==> src/rtl/sum_output_stage_n_pkg.sv <==
`default_nettype none
// ============================================================================
// knowles_pkg : shared constants and types for the Knowles adder output stage
// Revision    : 1.0
// ============================================================================
package knowles_pkg;

  localparam int KNOWLES_WIDTH = 32;

  // Result word at the default adder width.
  typedef struct packed {
    logic [KNOWLES_WIDTH-1:0] sum;
    logic                     cout;
    logic                     ovf;
    logic                     zero;
  } result_t;

  typedef enum logic [1:0] {
    ST_EMPTY = 2'b00,
    ST_ONE   = 2'b01,
    ST_FULL  = 2'b10
  } state_t;

endpackage : knowles_pkg
`default_nettype wire

==> src/rtl/sum_output_stage_n_if.sv <==
`default_nettype none
// ============================================================================
// sum_output_stage_n_if : operand/result handshake bundle of the output stage
// Revision              : 1.0
// ============================================================================
interface sum_output_stage_n_if
  import knowles_pkg::*;
#(
  parameter int WIDTH = KNOWLES_WIDTH
) ();

  logic             in_valid;
  logic             in_ready;
  logic [WIDTH-1:0] p_n;
  logic [WIDTH-1:0] gc_n;
  logic             cin;
  logic             out_valid;
  logic             out_ready;
  logic [WIDTH-1:0] sum;
  logic             cout;
  logic             ovf;
  logic             zero;

  // master: the upstream producer plus downstream consumer environment
  modport master (
    output in_valid, p_n, gc_n, cin, out_ready,
    input  in_ready, out_valid, sum, cout, ovf, zero
  );

  // slave: the output stage itself
  modport slave (
    input  in_valid, p_n, gc_n, cin, out_ready,
    output in_ready, out_valid, sum, cout, ovf, zero
  );

endinterface : sum_output_stage_n_if
`default_nettype wire

==> src/rtl/sum_output_stage_n_output_sum_n.sv <==
`default_nettype none
// ============================================================================
// output_sum_n : per-bit sum cell, S = P_n ~^ C
// Revision     : 1.0
// ============================================================================
module output_sum_n (
  input  wire logic i_p_n,
  input  wire logic i_c,
  output logic      o_s
);

  assign o_s = i_p_n ~^ i_c;

endmodule : output_sum_n
`default_nettype wire

==> src/rtl/sum_output_stage_n.sv <==
`default_nettype none
// ============================================================================
// sum_output_stage_n : sum/flag formation and 2-entry skid buffer
// Revision           : 1.0
// ============================================================================
module sum_output_stage_n
  import knowles_pkg::*;
#(
  parameter int WIDTH = KNOWLES_WIDTH
) (
  input  wire logic           clk,
  input  wire logic           rst_n,
  sum_output_stage_n_if.slave bus
);

  typedef struct packed {
    logic [WIDTH-1:0] sum;
    logic             cout;
    logic             ovf;
    logic             zero;
  } word_t;

  logic [WIDTH-1:0] w_carry;
  logic [WIDTH-1:0] w_sum;
  word_t            w_word;
  logic             w_acc;
  logic             w_dlv;

  state_t           r_state;
  word_t            r_main;
  word_t            r_skid;
  logic             r_in_ready;
  logic             r_out_valid;

  // gc_n[i] is the inverted carry out of bit i, hence the carry into bit i+1.
  assign w_carry = {~bus.gc_n[WIDTH-2:0], bus.cin};

  generate
    for (genvar gi = 0; gi < WIDTH; gi++) begin : g_bit
      output_sum_n u_cell (
        .i_p_n (bus.p_n[gi]),
        .i_c   (w_carry[gi]),
        .o_s   (w_sum[gi])
      );
    end
  endgenerate

  always_comb begin
    w_word.sum  = w_sum;
    w_word.cout = ~bus.gc_n[WIDTH-1];
    w_word.ovf  = w_carry[WIDTH-1] ^ ~bus.gc_n[WIDTH-1];
    w_word.zero = ~|w_sum;
  end

  assign w_acc = bus.in_valid & r_in_ready;
  assign w_dlv = r_out_valid & bus.out_ready;

  always_ff @(posedge clk or negedge rst_n) begin
    if (!rst_n) begin
      r_state     <= ST_EMPTY;
      r_main      <= '0;
      r_skid      <= '0;
      r_in_ready  <= 1'b1;
      r_out_valid <= 1'b0;
    end else begin
      case (r_state)
        ST_EMPTY: begin
          if (w_acc) begin
            r_main      <= w_word;
            r_state     <= ST_ONE;
            r_out_valid <= 1'b1;
          end
        end
        ST_ONE: begin
          if (w_acc && w_dlv) begin
            r_main <= w_word;
          end else if (w_acc) begin
            r_skid     <= w_word;
            r_state    <= ST_FULL;
            r_in_ready <= 1'b0;
          end else if (w_dlv) begin
            r_state     <= ST_EMPTY;
            r_out_valid <= 1'b0;
          end
        end
        ST_FULL: begin
          // in_ready is low here, so only the drain path exists.
          if (w_dlv) begin
            r_main     <= r_skid;
            r_state    <= ST_ONE;
            r_in_ready <= 1'b1;
          end
        end
        default: begin
          r_state     <= ST_EMPTY;
          r_in_ready  <= 1'b1;
          r_out_valid <= 1'b0;
        end
      endcase
    end
  end

  assign bus.in_ready  = r_in_ready;
  assign bus.out_valid = r_out_valid;
  assign bus.sum       = r_main.sum;
  assign bus.cout      = r_main.cout;
  assign bus.ovf       = r_main.ovf;
  assign bus.zero      = r_main.zero;

endmodule : sum_output_stage_n
`default_nettype wire

==> src/flat_wrapper.sv <==
// flat-port wrapper written by rule: the top's interface ports become plain ports
module sum_output_stage_n_flat import knowles_pkg::*;
#(
  parameter int WIDTH = KNOWLES_WIDTH
)
  (clk, rst_n, bus_in_valid, bus_p_n, bus_gc_n, bus_cin, bus_out_ready, bus_in_ready, bus_out_valid, bus_sum, bus_cout, bus_ovf, bus_zero);
  sum_output_stage_n_if #(.WIDTH(WIDTH)) bus_i ();
  input  wire logic clk;
  input  wire logic rst_n;
  input wire logic [$bits(bus_i.in_valid)-1:0] bus_in_valid;
  input wire logic [$bits(bus_i.p_n)-1:0] bus_p_n;
  input wire logic [$bits(bus_i.gc_n)-1:0] bus_gc_n;
  input wire logic [$bits(bus_i.cin)-1:0] bus_cin;
  input wire logic [$bits(bus_i.out_ready)-1:0] bus_out_ready;
  output wire logic [$bits(bus_i.in_ready)-1:0] bus_in_ready;
  output wire logic [$bits(bus_i.out_valid)-1:0] bus_out_valid;
  output wire logic [$bits(bus_i.sum)-1:0] bus_sum;
  output wire logic [$bits(bus_i.cout)-1:0] bus_cout;
  output wire logic [$bits(bus_i.ovf)-1:0] bus_ovf;
  output wire logic [$bits(bus_i.zero)-1:0] bus_zero;
  assign bus_i.in_valid = bus_in_valid;
  assign bus_i.p_n = bus_p_n;
  assign bus_i.gc_n = bus_gc_n;
  assign bus_i.cin = bus_cin;
  assign bus_i.out_ready = bus_out_ready;
  assign bus_in_ready = bus_i.in_ready;
  assign bus_out_valid = bus_i.out_valid;
  assign bus_sum = bus_i.sum;
  assign bus_cout = bus_i.cout;
  assign bus_ovf = bus_i.ovf;
  assign bus_zero = bus_i.zero;
  sum_output_stage_n #(.WIDTH(WIDTH)) u_core (.clk(clk), .rst_n(rst_n), .bus(bus_i));
endmodule
==> config.mk <==
export PLATFORM = sky130hd
export DESIGN_NAME = sum_output_stage_n_flat
export DESIGN_NICKNAME = d
export VERILOG_FILES = /design/src/rtl/sum_output_stage_n_pkg.sv /design/src/rtl/sum_output_stage_n_if.sv /design/src/rtl/sum_output_stage_n_output_sum_n.sv /design/src/rtl/sum_output_stage_n.sv /design/src/flat_wrapper.sv
export SDC_FILE = /design/constraint.sdc
export NUM_CORES = 1
export LEC_CHECK = 0
export ABC_CLOCK_PERIOD_IN_PS = 1800
export BUFFER_PORTS_ARGS = -buffer_cell sky130_fd_sc_hd__buf_2
export CORE_UTILIZATION = 52
export CTS_CLUSTER_SIZE = 10
export DETAILED_ROUTE_END_ITERATION = 8
export MAX_ROUTING_LAYER = met4
export PLACE_DENSITY = 0.91
export RECOVER_POWER = 100
export SKIP_CTS_REPAIR_TIMING = 1
export SYNTH_ARGS = -nofsm -noshare
export SYNTH_HDL_FRONTEND = slang
export SYNTH_HIERARCHICAL = 1
export SYNTH_SLANG_ARGS = --single-unit
export TNS_END_PERCENT = 20
==> constraint.sdc <==
create_clock -name clk -period 1.8 [get_ports clk]
set_clock_uncertainty 0.15 [all_clocks]
set_input_delay 0.09 -clock clk [delete_from_list [all_inputs] [get_ports clk]]
set_output_delay 0.09 -clock clk [all_outputs]
set_load 0.03 [all_outputs]
=== After elaboration in Yosys (flattened, before gate mapping) ===
Index checks and enable logic that the tools add are counted.

* Bitwise gates (word level): 40
* Equal/unequal tests: 10
* Muxes and demuxes: 19
* Reduce and logical (&&, ||, !) cells: 10

{| class="wikitable"
|+ Operator list
! cell !! number
|-
| $mux W35 || 3
|-
| $pmux W35 S3 || 1
|-
| $reduce_or A32 Y1 || 1
|-
| $xnor A1 B1 Y1 || 32
|-
| $not A31 Y31 || 1
|-
| $reduce_and A4 Y1 || 3
|-
| $mux W2 || 5
|-
| $ne A2 B1 Y1 const B || 5
|-
| $mux W1 || 7
|-
| $pmux W1 S3 || 2
|-
| $pmux W2 S3 || 1
|-
| $reduce_and A5 Y1 || 1
|-
| $ne A2 B2 Y1 const B || 2
|-
| $not A1 Y1 || 4
|-
| $ne A3 B1 Y1 const B || 1
|-
| $reduce_and A3 Y1 || 1
|-
| $reduce_bool A3 Y1 || 1
|-
| $and A1 B1 Y1 || 2
|-
| $eq A2 B1 Y1 const B || 1
|-
| $eq A2 B2 Y1 const B || 1
|-
| $logic_not A2 Y1 || 1
|-
| $logic_and A1 B1 Y1 || 1
|-
| $logic_not A1 Y1 || 1
|-
| $xor A1 B1 Y1 || 1
|}

* Output and inout port bits: 37
* Bits of input ports: 69
* Word-level logic and storage cells: 90
* Register bits: 74

=== Depth between registers and ports, before layout ===
Gate-level depths: netlist of the first run.

* Word-level depth: 6
* Mapped depth: 7
* Depth with buffers taken out: 6

=== By module ===
The synthesis of the first run kept the hierarchy.

{| class="wikitable"
|+ By module, submodules not included
! module !! seq. area each (sq um) !! instances !! cells an instance !! area an instance (sq um)
|-
| sum_output_stage_n || 1,853.0 || 1 || 297 || 3,350.7
|-
| output_sum_n || 0.0 || 32 || 1 || 8.8
|}

=== Least setup slack after synthesis of the first run ===
Ideal clock, no wire load.

* Kind: reg2reg
* Start point: reg u_core.r_in_ready, in the netlist u_core/bus.in_ready
* End point: reg u_core/r_skid[13] (netlist name)
* Stages on the path, launching flop included: 6
* Arrival: 1,458 ps
* Setup time: 125 ps
* Path slack: 67 ps
* Period minus slack after synthesis: 1,733 ps
* Path buffers: 2
* Required time: 1,525 ps
* Cell sequence: dfstp_2 -> and3b_1 -> nand2_1 -> buf_6 -> buf_6 -> mux2_2

* Longest elaborated chain between the ends: 4

{| class="wikitable"
|+ RTL lines
! element !! line !! RTL
|-
| start, declared || sum_output_stage_n.sv:32 || <nowiki>logic r_in_ready;</nowiki>
|-
| start signal, assigned || sum_output_stage_n.sv:63 || <nowiki>r_in_ready <= 1'b1;</nowiki>
|-
| start signal, assigned || sum_output_stage_n.sv:80 || <nowiki>r_in_ready <= 1'b0;</nowiki>
|-
| start signal, assigned || sum_output_stage_n.sv:91 || <nowiki>r_in_ready <= 1'b1;</nowiki>
|-
| $and A1 B1 Y1 * || sum_output_stage_n.sv:55 || <nowiki>assign w_acc = bus.in_valid & r_in_ready;</nowiki>
|-
| $logic_and A1 B1 Y1 || sum_output_stage_n.sv:75 || <nowiki>if (w_acc && w_dlv) begin</nowiki>
|-
| $not A1 Y1 (no source line) || -- ||
|-
| $reduce_and A3 Y1 (no source line) * || -- ||
|-
| end signal, assigned || sum_output_stage_n.sv:78 || <nowiki>r_skid <= w_word;</nowiki>
|-
| end, declared || sum_output_stage_n.sv:31 || <nowiki>word_t r_skid;</nowiki>
|}

Mark *: on every way between the ends. The rest lies on a longest branch, timed or not.
A chain may end at the register's enable or synchronous reset.

=== Worst setup path in the final report of the first run ===
* Start point: reg u_core.r_in_ready, in the netlist u_core/bus.in_ready
* End point: reg u_core/r_skid[28] (netlist name)

Same word-level chain as after synthesis.

==> impl_metrics.py, run 1 <==
metrics = {
    "timing": {
        "rsz0062_at_grt": "yes",
        "fin_crit_sh": 0.9578,
        "finalCriticalPeriod_ns": 1.724,
        "finalSetupViolCount": 0,
        "whs_ns": 0.0002401,
        "hold_violations": 0,
        "relSlewSlack": 0.3521,
        "max_freq_mhz": 580.0,
        "finalMaxSlewViolations": 0,
        "worst_slew_pin_slew_ns": 0.9719,
    },
    "pwr": {
        "vdd.ir_drop.worst_v": 0.0005533,
        "leakage_nw": 2.216,
        "netSwitchingFraction": 0.2669,
        "pwr-share-clk": 0.376,
        "finalPower_mw": 3.175,
        "p_switching_mw": 0.8473,
        "power_frac_seq": 0.523,
        "pwr-share-comb": 0.100,
        "p_int_mw": 2.328,
        "power_density_mw_per_mm2": 706.0,
    },
    "placed_design": {
        "gp_congestion": 0.7462,
        "hpwl_mm": 5.597,
        "place_inst": 510,
        "port_buffers": 105,
    },
    "synth": {
        "yosysWarnings": 6,
        "ys_types": 28,
        "yosysSeqAreaShare": 0.5103,
        "synth.avg_cell_area_sq_um": 11.04,
        "synth_area_sq_mm": 0.003631,
        "syn_inst": 329,
        "ys_seq_elements": 74,
        "synth_fp_nets": 398,
    },
    "cells_and_area": {
        "multiInputGateArea_sq_mm": 0.001555,
        "drive_gt1_frac": 0.3091,
        "final_cells": 533,
        "syn2layout_area_growth_pct": 23.85,
        "regArea_sq_mm": 0.001854,
        "layout_commonest_cell": "dfrtp_1",
        "num-fill-cells": 529,
        "num_antenna_cells": 0,
        "most-common-layout-cells": "72 x dfrtp_1, 69 x buf_2, 35 x clkbuf_1, 35 x nor2_1, 35 x a21oi_1",
        "nets": 517,
    },
    "die": {
        "core_area_sq_mm": 0.006756,
        "dieArea_sq_mm": 0.007321,
        "io_pins": 106,
        "row_count": 30,
        "die_x_um": 85.56,
        "dieHeight_um": 85.56,
        "start_util": 0.5374,
    },
    "clock_network": {
        "cts_tree": "built",
        "h-tree-depth": 3,
        "root_buffer": "clkbuf_8",
        "insertion_delay_ns": 0.34,
        "cts_buffers": 9,
        "clk_pin_slew_ns": 0.09,
        "clkSinkCount": 74,
        "cts_buffer_depth": 2,
    },
    "detailed_routing": {
        "vias": 2785,
        "drc": 0,
        "routed_via_density": 5.225,
        "drt_wl_total_mm": 8.000,
        "drt-wirelength-per-cell_um": 15.01,
        "drtIter0Drc": 138,
        "drtAntennaViolNets": 0,
        "drtPass1Iterations": 4,
    },
    "critical_path": {
        "critPathMaxFanout": 23,
        "cp.required_ns": 1.87,
        "endpoint_kind": "register",
        "critPathKind": "reg -> reg",
        "startpoint_type": "register",
        "worstPathCellList": "and3b_1 -> nand2_2 -> buf_4 -> mux2_2",
        "cp.arrival_ns": 1.80,
        "critPathSlowestCell": "dfstp_2",
        "slowest_delay_ns": 0.59,
    },
    "global_route": {
        "track_usage": 0.2327,
        "gr-total-overflow": 0,
        "grt_first_pass_wirelength_mm": 12.72,
        "antenna_found_initial": 0,
        "grt_max_degree": 49,
        "first_global_vias": 2742,
    },
    "flow_run": {
        "drv_cap": 0,
    },
    "run_status": {
        "outcome": "completed",
    },
    "hold_path": {
        "hold_class": "in -> reg",
    },
}
sequential cells by signal, summed over array words and instances (netlist names):
signal and cells:
u_core/r_skid 35, u_core/bus.sum 32, u_core/r_state 2, u_core/bus.cout 1, u_core/bus.in_ready 1, u_core/bus.out_valid 1
u_core/bus.ovf 1, u_core/bus.zero 1
per-stage QoR:
| step | utilization | instance area (sq um) | setup slack (ns) | setup TNS [ns] |
|---|---|---|---|---|
| 2_1_floorplan | - | 3631 | 0.06725 | 0 |
| 3_5_place_dp | 0.6311 | 4264 | 0.04497 | 0 |
| 4_1_cts | 0.6583 | 4448 | 0.02615 | 0 |
| 6_report | 0.6656 | 4497 | 0.07595 | 0 |
| 3_3_place_gp | 0.6311 | 4264 | 0.1006 | 0 |
| 5_1_grt | 0.6656 | 4497 | -0.001625 | -0.001625 |
layout make-up:
class	count	area share
well taps	80	0.02226
flip-flops and latches	74	0.4124
clock buffers	9	0.02755
clock inverters	7	0.01336
inverters	32	0.02671
multi-input cells	207	0.3459
repair buffers	124	0.1519
power groups by stage:
stage               Combinational [mW]  Clock [mW]  Sequential [mW]
detailed placement               0.309           0             1.69
global route                     0.355        1.31             1.66
floorplan                        0.153           0             1.69
global placement                 0.298           0             1.69
finish                           0.319        1.20             1.66
CTS                              0.311        1.22             1.66
kinds of logic after synthesis:
kind of cell / synth area share
flip-flops: 0.5103
multiplexers: 0.1933
AND/OR/NAND/NOR: 0.07478
buffers and inverters: 0.06444
AO/OA/AOI/OAI: 0.07754
XOR/XNOR: 0.07960
worst paths after layout:
kind                       cells after the start            endpoint  slack [ns]           startpoint
max                                            4   u_core/r_skid[28]        0.08  u_core/bus.in_ready
min                                            4  u_core/bus.sum[19]      0.0002          bus_p_n[19]
max reg2reg                                    4   u_core/r_skid[28]        0.08  u_core/bus.in_ready
min reg2reg                                    1   u_core/r_skid[32]        0.36    u_core/r_skid[32]
max in group asynchronous                      3  u_core/bus.sum[18]        0.50                rst_n
min in group asynchronous                      2   u_core/r_skid[22]        0.27                rst_n
layer usage:
layer | vias up | share of wire | global-route usage
li1 | 1346 | - | -
met1 | 1333 | 0.44 | 0.2866
met2 | 95 | 0.51 | 0.3811
met3 | 11 | 0.044 | 0.04716
met4 | 0 | 0.015 | 0.08939
met5 | - | 0 | -
Yosys cell counts (all sizes together):
master / instances / share of area
and2b: 1 / 0.0021
a21oi: 35 / 0.048
inv: 32 / 0.033
o21a: 2 / 0.0041
a31oi: 1 / 0.0017
nor2: 35 / 0.036
mux2: 33 / 0.10
nand2: 12 / 0.012
o311ai: 1 / 0.0024
o22ai: 1 / 0.0017
clkbuf: 1 / 0.0021
a21boi: 1 / 0.0052
dfrtp: 73 / 0.50
mux2i: 33 / 0.091
o31ai: 2 / 0.0079
nand4b: 1 / 0.0024
and3b: 1 / 0.0024
o211ai: 1 / 0.0021
xnor2: 33 / 0.080
buf: 15 / 0.029
nand4: 2 / 0.0034
nor4: 8 / 0.014
o21ai: 3 / 0.0041
nand3b: 1 / 0.0021
dfstp: 1 / 0.0072
critical path, delay by kind of cell (launching register included):
kind,cells,cell delay [ns]
AND/OR/NAND/NOR,2,0.33
multiplexers,1,0.30
buffers and inverters,1,0.23
flip-flops,1,0.59
(Power assumes the default switching activity.)
==> inputs of run 2 (changes only) <==
--- a/config.mk
+++ b/config.mk
@@ -7,6 +7,7 @@
 export LEC_CHECK = 0
 export ABC_CLOCK_PERIOD_IN_PS = 1800
 export BUFFER_PORTS_ARGS = -buffer_cell sky130_fd_sc_hd__buf_2
+export CORE_ASPECT_RATIO = 0.8
 export CORE_UTILIZATION = 52
 export CTS_CLUSTER_SIZE = 10
 export DETAILED_ROUTE_END_ITERATION = 8
==> impl_metrics.py, run 2 (synthesis results as in run 1) <==
metrics = {
    "pwr": {
        "vdd.ir_drop.worst_v": 0.0004875,
        "power_frac_seq": 0.531,
        "power_density_mw_per_mm2": 692.8,
        "leakage_nw": 2.243,
        "p_switching_mw": 0.7603,
        "pwr-share-clk": 0.369,
        "netSwitchingFraction": 0.2428,
        "p_int_mw": 2.372,
        "pwr-share-comb": 0.100,
    },
    "clock_network": {
        "h-tree-depth": 3,
        "cts_buffer_depth": 2,
        "insertion_delay_ns": 0.34,
        "cts_buffers": 9,
        "clk_pin_slew_ns": 0.07,
        "root_buffer": "clkbuf_8",
        "cts_tree": "built",
        "clkSinkCount": 74,
    },
    "hold_path": {
        "hold_depth": 4,
        "worstHoldStart": "bus_p_n[2]",
        "hold_class": "in -> reg",
        "hold_end": "u_core/bus.sum[2]",
    },
    "cells_and_area": {
        "layout_commonest_cell": "dfrtp_1",
        "nets": 519,
        "regMostFlops": "u_core/r_skid",
        "most-common-layout-cells": "73 x dfrtp_1, 69 x buf_2, 35 x clkbuf_1, 35 x nor2_1, 35 x a21oi_1",
        "num_antenna_cells": 0,
        "syn2layout_area_growth_pct": 24.50,
        "largest_reg_flops": 35,
        "drive_gt1_frac": 0.3099,
        "final_cells": 539,
    },
    "die": {
        "core_area_sq_mm": 0.006571,
        "row_count": 26,
        "dieHeight_um": 76.74,
        "start_util": 0.5526,
        "dieArea_sq_mm": 0.007323,
        "io_pins": 106,
        "die_x_um": 95.43,
    },
    "global_route": {
        "grt_max_degree": 43,
        "grt_first_pass_wirelength_mm": 12.74,
        "antenna_found_initial": 0,
        "first_global_vias": 2845,
        "track_usage": 0.2352,
        "gr-total-overflow": 0,
    },
    "timing": {
        "relSlewSlack": 0.5913,
        "finalCriticalPeriod_ns": 1.774,
        "whs_ns": 0.01121,
        "finalMaxSlewViolations": 0,
        "max_freq_mhz": 563.6,
        "fin_crit_sh": 0.9858,
        "finalSetupTns_ns": 0,
        "finalSetupViolCount": 0,
        "hold_violations": 0,
        "worst_slew_pin_slew_ns": 0.6131,
    },
    "detailed_routing": {
        "vias": 2775,
        "drt_wl_total_mm": 7.871,
        "drt-wirelength-per-cell_um": 14.60,
        "drtAntennaViolNets": 0,
        "routed_via_density": 5.148,
        "drc": 0,
        "drtIter0Drc": 137,
        "drtPass1Iterations": 4,
    },
    "critical_path": {
        "critPathKind": "reg -> reg",
        "cp.required_ns": 1.88,
        "reg2reg_slack_ns": 0.03,
        "slowest_delay_ns": 0.58,
        "critPathSlowestCell": "dfstp_2",
        "r2r_cells": 6,
        "worstPathCellList": "nand2_4 -> o31ai_4 -> buf_6 -> buf_4 -> o211ai_1 -> o21a_1",
        "r2r_start": "u_core/bus.in_ready",
        "startpoint_type": "register",
        "endpoint_kind": "register",
        "critPathMaxFanout": 6,
        "r2r_end": "u_core/bus.cout",
        "cp.arrival_ns": 1.85,
    },
    "placed_design": {
        "place_inst": 513,
        "gp_congestion": 0.7582,
        "port_buffers": 105,
        "hpwl_mm": 5.651,
    },
    "run_status": {
        "outcome": "completed",
    },
    "flow_run": {
        "drv_cap": 0,
    },
}
-- run 2: changes by cell type in the layout (fill, tap and decap cells not counted), moves of 2 or more --
cell / change
buf_12: +2
buf_4: -2
clkbuf_8: +2
clkinv_2: +4
clkinvlp_4: -3
inv_6: -2
-- run 2: routing by layer --
layer,vias to the layer above,global-route usage,share of wire
li1,1342,-,-
met1,1329,0.2822,0.42
met2,92,0.3893,0.51
met3,12,0.06052,0.050
met4,0,0.06866,0.013
met5,-,-,0
-- run 2: cell type report --
cell class                 instances  area [sq um]
clock buffer                      11         151.4
clock inverter                     5         28.78
fill                             503          2051
inverter                          32         120.1
multi-input combinational        207          1555
sequential                        74          1853
tap                               84         105.1
timing repair buffer             126         706.9
-- run 2: critical path: cells and delay by family (launching register included) --
family                 cells  cell delay, ns
AOI/OAI and AO/OA          3            0.55
buffers and inverters      2            0.31
DFF                        1            0.58
and+or+nand+nor            1            0.07
-- run 2: through the flow --
step                power (mW)  area [sq um]  worst slack [ns]  utilization
detailed placement       2.005          4299           0.03685       0.6542
global placement         1.994          4299            0.1197       0.6542
finish                   3.132          4521           0.02565       0.6879
global route             3.275          4521         -0.009782       0.6879
floorplan                1.848          3631           0.06725            -
CTS                      3.162          4479          -0.01710       0.6816
-- run 2: worst max-delay path by stage --
stage | slack [ns] | startpoint | endpoint
finish | 0.03 | u_core/bus.in_ready | u_core/bus.cout
global route | -0.01 | u_core/bus.in_ready | u_core/bus.zero
CTS | -0.02 | u_core/bus.in_ready | u_core/bus.sum[26]
detailed placement | 0.04 | u_core/bus.in_ready | u_core/bus.sum[26]
global placement | 0.12 | bus_gc_n[15] | u_core/bus.zero
floorplan | 0.07 | u_core/bus.in_ready | u_core/r_skid[13]
-- run 2: power by group through the flow --
| stage | Sequential (mW) | Combinational [mW] | Clock, mW |
|---|---|---|---|
| floorplan | 1.69 | 0.153 | 0 |
| global placement | 1.69 | 0.300 | 0 |
| detailed placement | 1.69 | 0.311 | 0 |
| CTS | 1.66 | 0.313 | 1.19 |
| global route | 1.66 | 0.352 | 1.26 |
| finish | 1.66 | 0.314 | 1.16 |
==> inputs of run 3 (changes only) <==
--- a/config.mk
+++ b/config.mk
@@ -5,6 +5,7 @@
 export SDC_FILE = /design/constraint.sdc
 export NUM_CORES = 1
 export LEC_CHECK = 0
+export ABC_AREA = 1
 export ABC_CLOCK_PERIOD_IN_PS = 1800
 export BUFFER_PORTS_ARGS = -buffer_cell sky130_fd_sc_hd__buf_2
 export CORE_ASPECT_RATIO = 0.8
@@ -17,6 +18,5 @@
 export SKIP_CTS_REPAIR_TIMING = 1
 export SYNTH_ARGS = -nofsm -noshare
 export SYNTH_HDL_FRONTEND = slang
-export SYNTH_HIERARCHICAL = 1
 export SYNTH_SLANG_ARGS = --single-unit
 export TNS_END_PERCENT = 20
==> impl_metrics.py, run 3 <==
metrics = {
    "run_status": {
        "outcome": "finished with violations",
        "violations": "hold timing",
    },
    "synth": {
        "yosys.area.top_type_share": 0.4927,
        "synth_common_cells": "201 x nand2_1, 73 x dfrtp_1, 71 x o21ai_0",
        "yosysWarnings": 0,
        "ys_seq_elements": 74,
        "synthArstFlopShare": 1.000,
        "synth.avg_cell_area_sq_um": 7.356,
        "synth_area_sq_mm": 0.003707,
        "synth-simple-area-share": 0.2646,
        "yosys_most_used_dff": "dfrtp_1",
        "synth.top_cells.by_area": "dfrtp_1 49%, nand2_1 20%, o21ai_0 9.6%",
        "yosysSeqAreaShare": 0.4998,
        "synth_top_family_by_area": "simple AND/OR/NAND/NOR gates",
        "synth-compound-area-share": 0.1309,
        "synth-adder-area-share": 0,
        "synth_enable_flop_cells": 0,
        "synth_top_cell_by_area": "dfrtp_1",
        "yosysMostFrequentCell": "nand2_1",
        "synth_fp_nets": 573,
        "synthXorXnorAreaFrac": 0.01181,
        "muxShareOfSynthArea": 0.003037,
        "ys_types": 22,
        "syn_inst": 504,
    },
    "cells_and_area": {
        "most-common-layout-cells": "201 x nand2_1, 73 x dfrtp_1, 71 x o21ai_0",
        "syn2layout_area_growth_pct": 35.13,
        "layout_commonest_cell": "nand2_1",
        "stdcell_area_sq_mm": 0.005010,
        "drive_gt1_frac": 0.1515,
        "num_antenna_cells": 0,
        "regMostFlops": "u_core.r_skid",
        "nets": 724,
        "largest_reg_flops": 35,
        "fin_util": 0.7269,
    },
    "timing": {
        "fin_crit_sh": 0.9778,
        "finalSetupViolCount": 0,
        "hold_violations": 11,
        "whs_ns": -0.05332,
        "max_freq_mhz": 568.2,
        "finalMaxSlewViolations": 0,
        "relSlewSlack": 0.3541,
        "worst_slew_pin_slew_ns": 0.9689,
        "finalCriticalPeriod_ns": 1.760,
    },
    "global_route": {
        "met2_usage": 0.4191,
        "grt_use_met3": 0.07451,
        "track_usage": 0.2435,
        "gr-total-overflow": 0,
        "met1_usage": 0.2690,
        "grt_first_pass_wirelength_mm": 13.70,
        "antenna_found_initial": 0,
        "grt_max_degree": 55,
        "first_global_vias": 3319,
        "top_usage_layer": "met2",
    },
    "clock_network": {
        "cts_tree": "built",
        "root_buffer": "clkbuf_8",
        "h-tree-depth": 3,
        "clkSinkCount": 74,
        "clk_pin_slew_ns": 0.08,
        "insertion_delay_ns": 0.34,
        "cts_buffers": 9,
        "cts_buffer_depth": 2,
    },
    "flow_run": {
        "drv_cap": 0,
    },
    "detailed_routing": {
        "drt-wirelength-per-cell_um": 12.68,
        "drtAntennaViolNets": 0,
        "drtPass1Iterations": 5,
        "vias": 3828,
        "drt_wl_total_mm": 9.475,
        "drc": 0,
        "routed_via_density": 5.124,
        "drtIter0Drc": 224,
    },
    "critical_path": {
        "critPathMaxFanout": 17,
        "cp.required_ns": 1.89,
        "cp.arrival_ns": 1.85,
        "startpoint_type": "register",
        "endpoint_kind": "register",
        "critPathKind": "reg -> reg",
    },
    "placed_design": {
        "port_buffers": 105,
        "hpwl_mm": 5.909,
        "gp_congestion": 0.8092,
        "place_area_sq_mm": 0.004334,
    },
    "die": {
        "core_area_sq_mm": 0.006892,
        "start_util": 0.5379,
        "die_x_um": 96.40,
        "io_pins": 106,
        "dieHeight_um": 77.52,
        "row_count": 27,
        "dieArea_sq_mm": 0.007473,
    },
    "pwr": {
        "power_density_mw_per_mm2": 1553,
        "leakage_nw": 2.666,
        "vdd.ir_drop.worst_v": 0.0007614,
    },
    "hold_path": {
        "hold_class": "in -> reg",
    },
}
-- run 3: cell types whose count changed after synthesis, moves of 16 or more --
cell,change
a21oi_1,-35
a31oi_1,+16
inv_1,+25
mux2_2,-32
mux2i_1,-33
nand2_1,+189
nand3_1,+17
o21ai_0,+68
xnor2_1,-29
-- run 3: final timing paths --
path | to | depth (start not counted) | startpoint | slack [ns]
setup / recovery | u_core.bus.sum[22] | 8 | u_core.bus.in_ready | 0.04
max in group asynchronous | u_core.r_skid[20] | 3 | rst_n | 0.48
hold / removal | u_core.r_skid[9] | 4 | bus_p_n[6] | -0.05
setup reg to reg | u_core.bus.sum[22] | 8 | u_core.bus.in_ready | 0.04
hold reg to reg | u_core.bus.in_ready | 2 | u_core.bus.in_ready | 0.32
min in group asynchronous | u_core.bus.sum[13] | 2 | rst_n | 0.28
-- run 3: stage by stage --
step | instances | setup slack, ns | power (mW) | setup TNS [ns]
after floorplan | 504 | 0.1047 | 5.240 | 0
after global routing | 747 | -0.05506 | 8.340 | -0.05506
final | 747 | 0.03997 | 7.781 | 0
after global placement | 683 | 0.2444 | 6.031 | 0
after CTS | 699 | 0.1271 | 7.633 | 0
after detailed placement | 683 | 0.1378 | 6.203 | 0
-- run 3: cell families after synthesis --
kind of cell / after synthesis
xor+xnor: 5
simple gates: 253
compound gates: 91
mux: 1
buf+inv: 80
flops: 74
-- run 3: final cells by class --
cell class,instances,area [sq um]
Clock buffer,11,141.4
Sequential cell,74,1853
Multi-Input combinational cell,350,1529
Clock inverter,5,77.57
Inverter,60,251.5
Tap cell,87,108.9
Timing Repair Buffer,159,1040
Timing Repair inverter,1,8.758
Fill cell,570,1882
-- run 3: critical path: stages, from the launching register on --
cell and delay [ns]:
dfstp_2 0.54, nand2_1 0.08, inv_2 0.08, nand2_1 0.09, nand2_2 0.09, o21ai_4 0.10, bufinv_16 0.25, nor2_1 0.06
a31oi_1 0.21
-- run 3: layer usage --
metal  share of wire  routed length, um  vias up
met5               0                  0        -
met4           0.024                231        0
met3           0.065                620       30
met2            0.51               4830      166
met1            0.40               3793     1758
li1                -                  -     1874
-- run 3: where the power goes --
part	leakage (nW)	switching, mW	total (mW)	internal, mW
sequential	0.896	0.470	2.94	2.47
clock	0.109	0.606	1.42	0.814
combinational	1.66	2.34	3.42	1.09
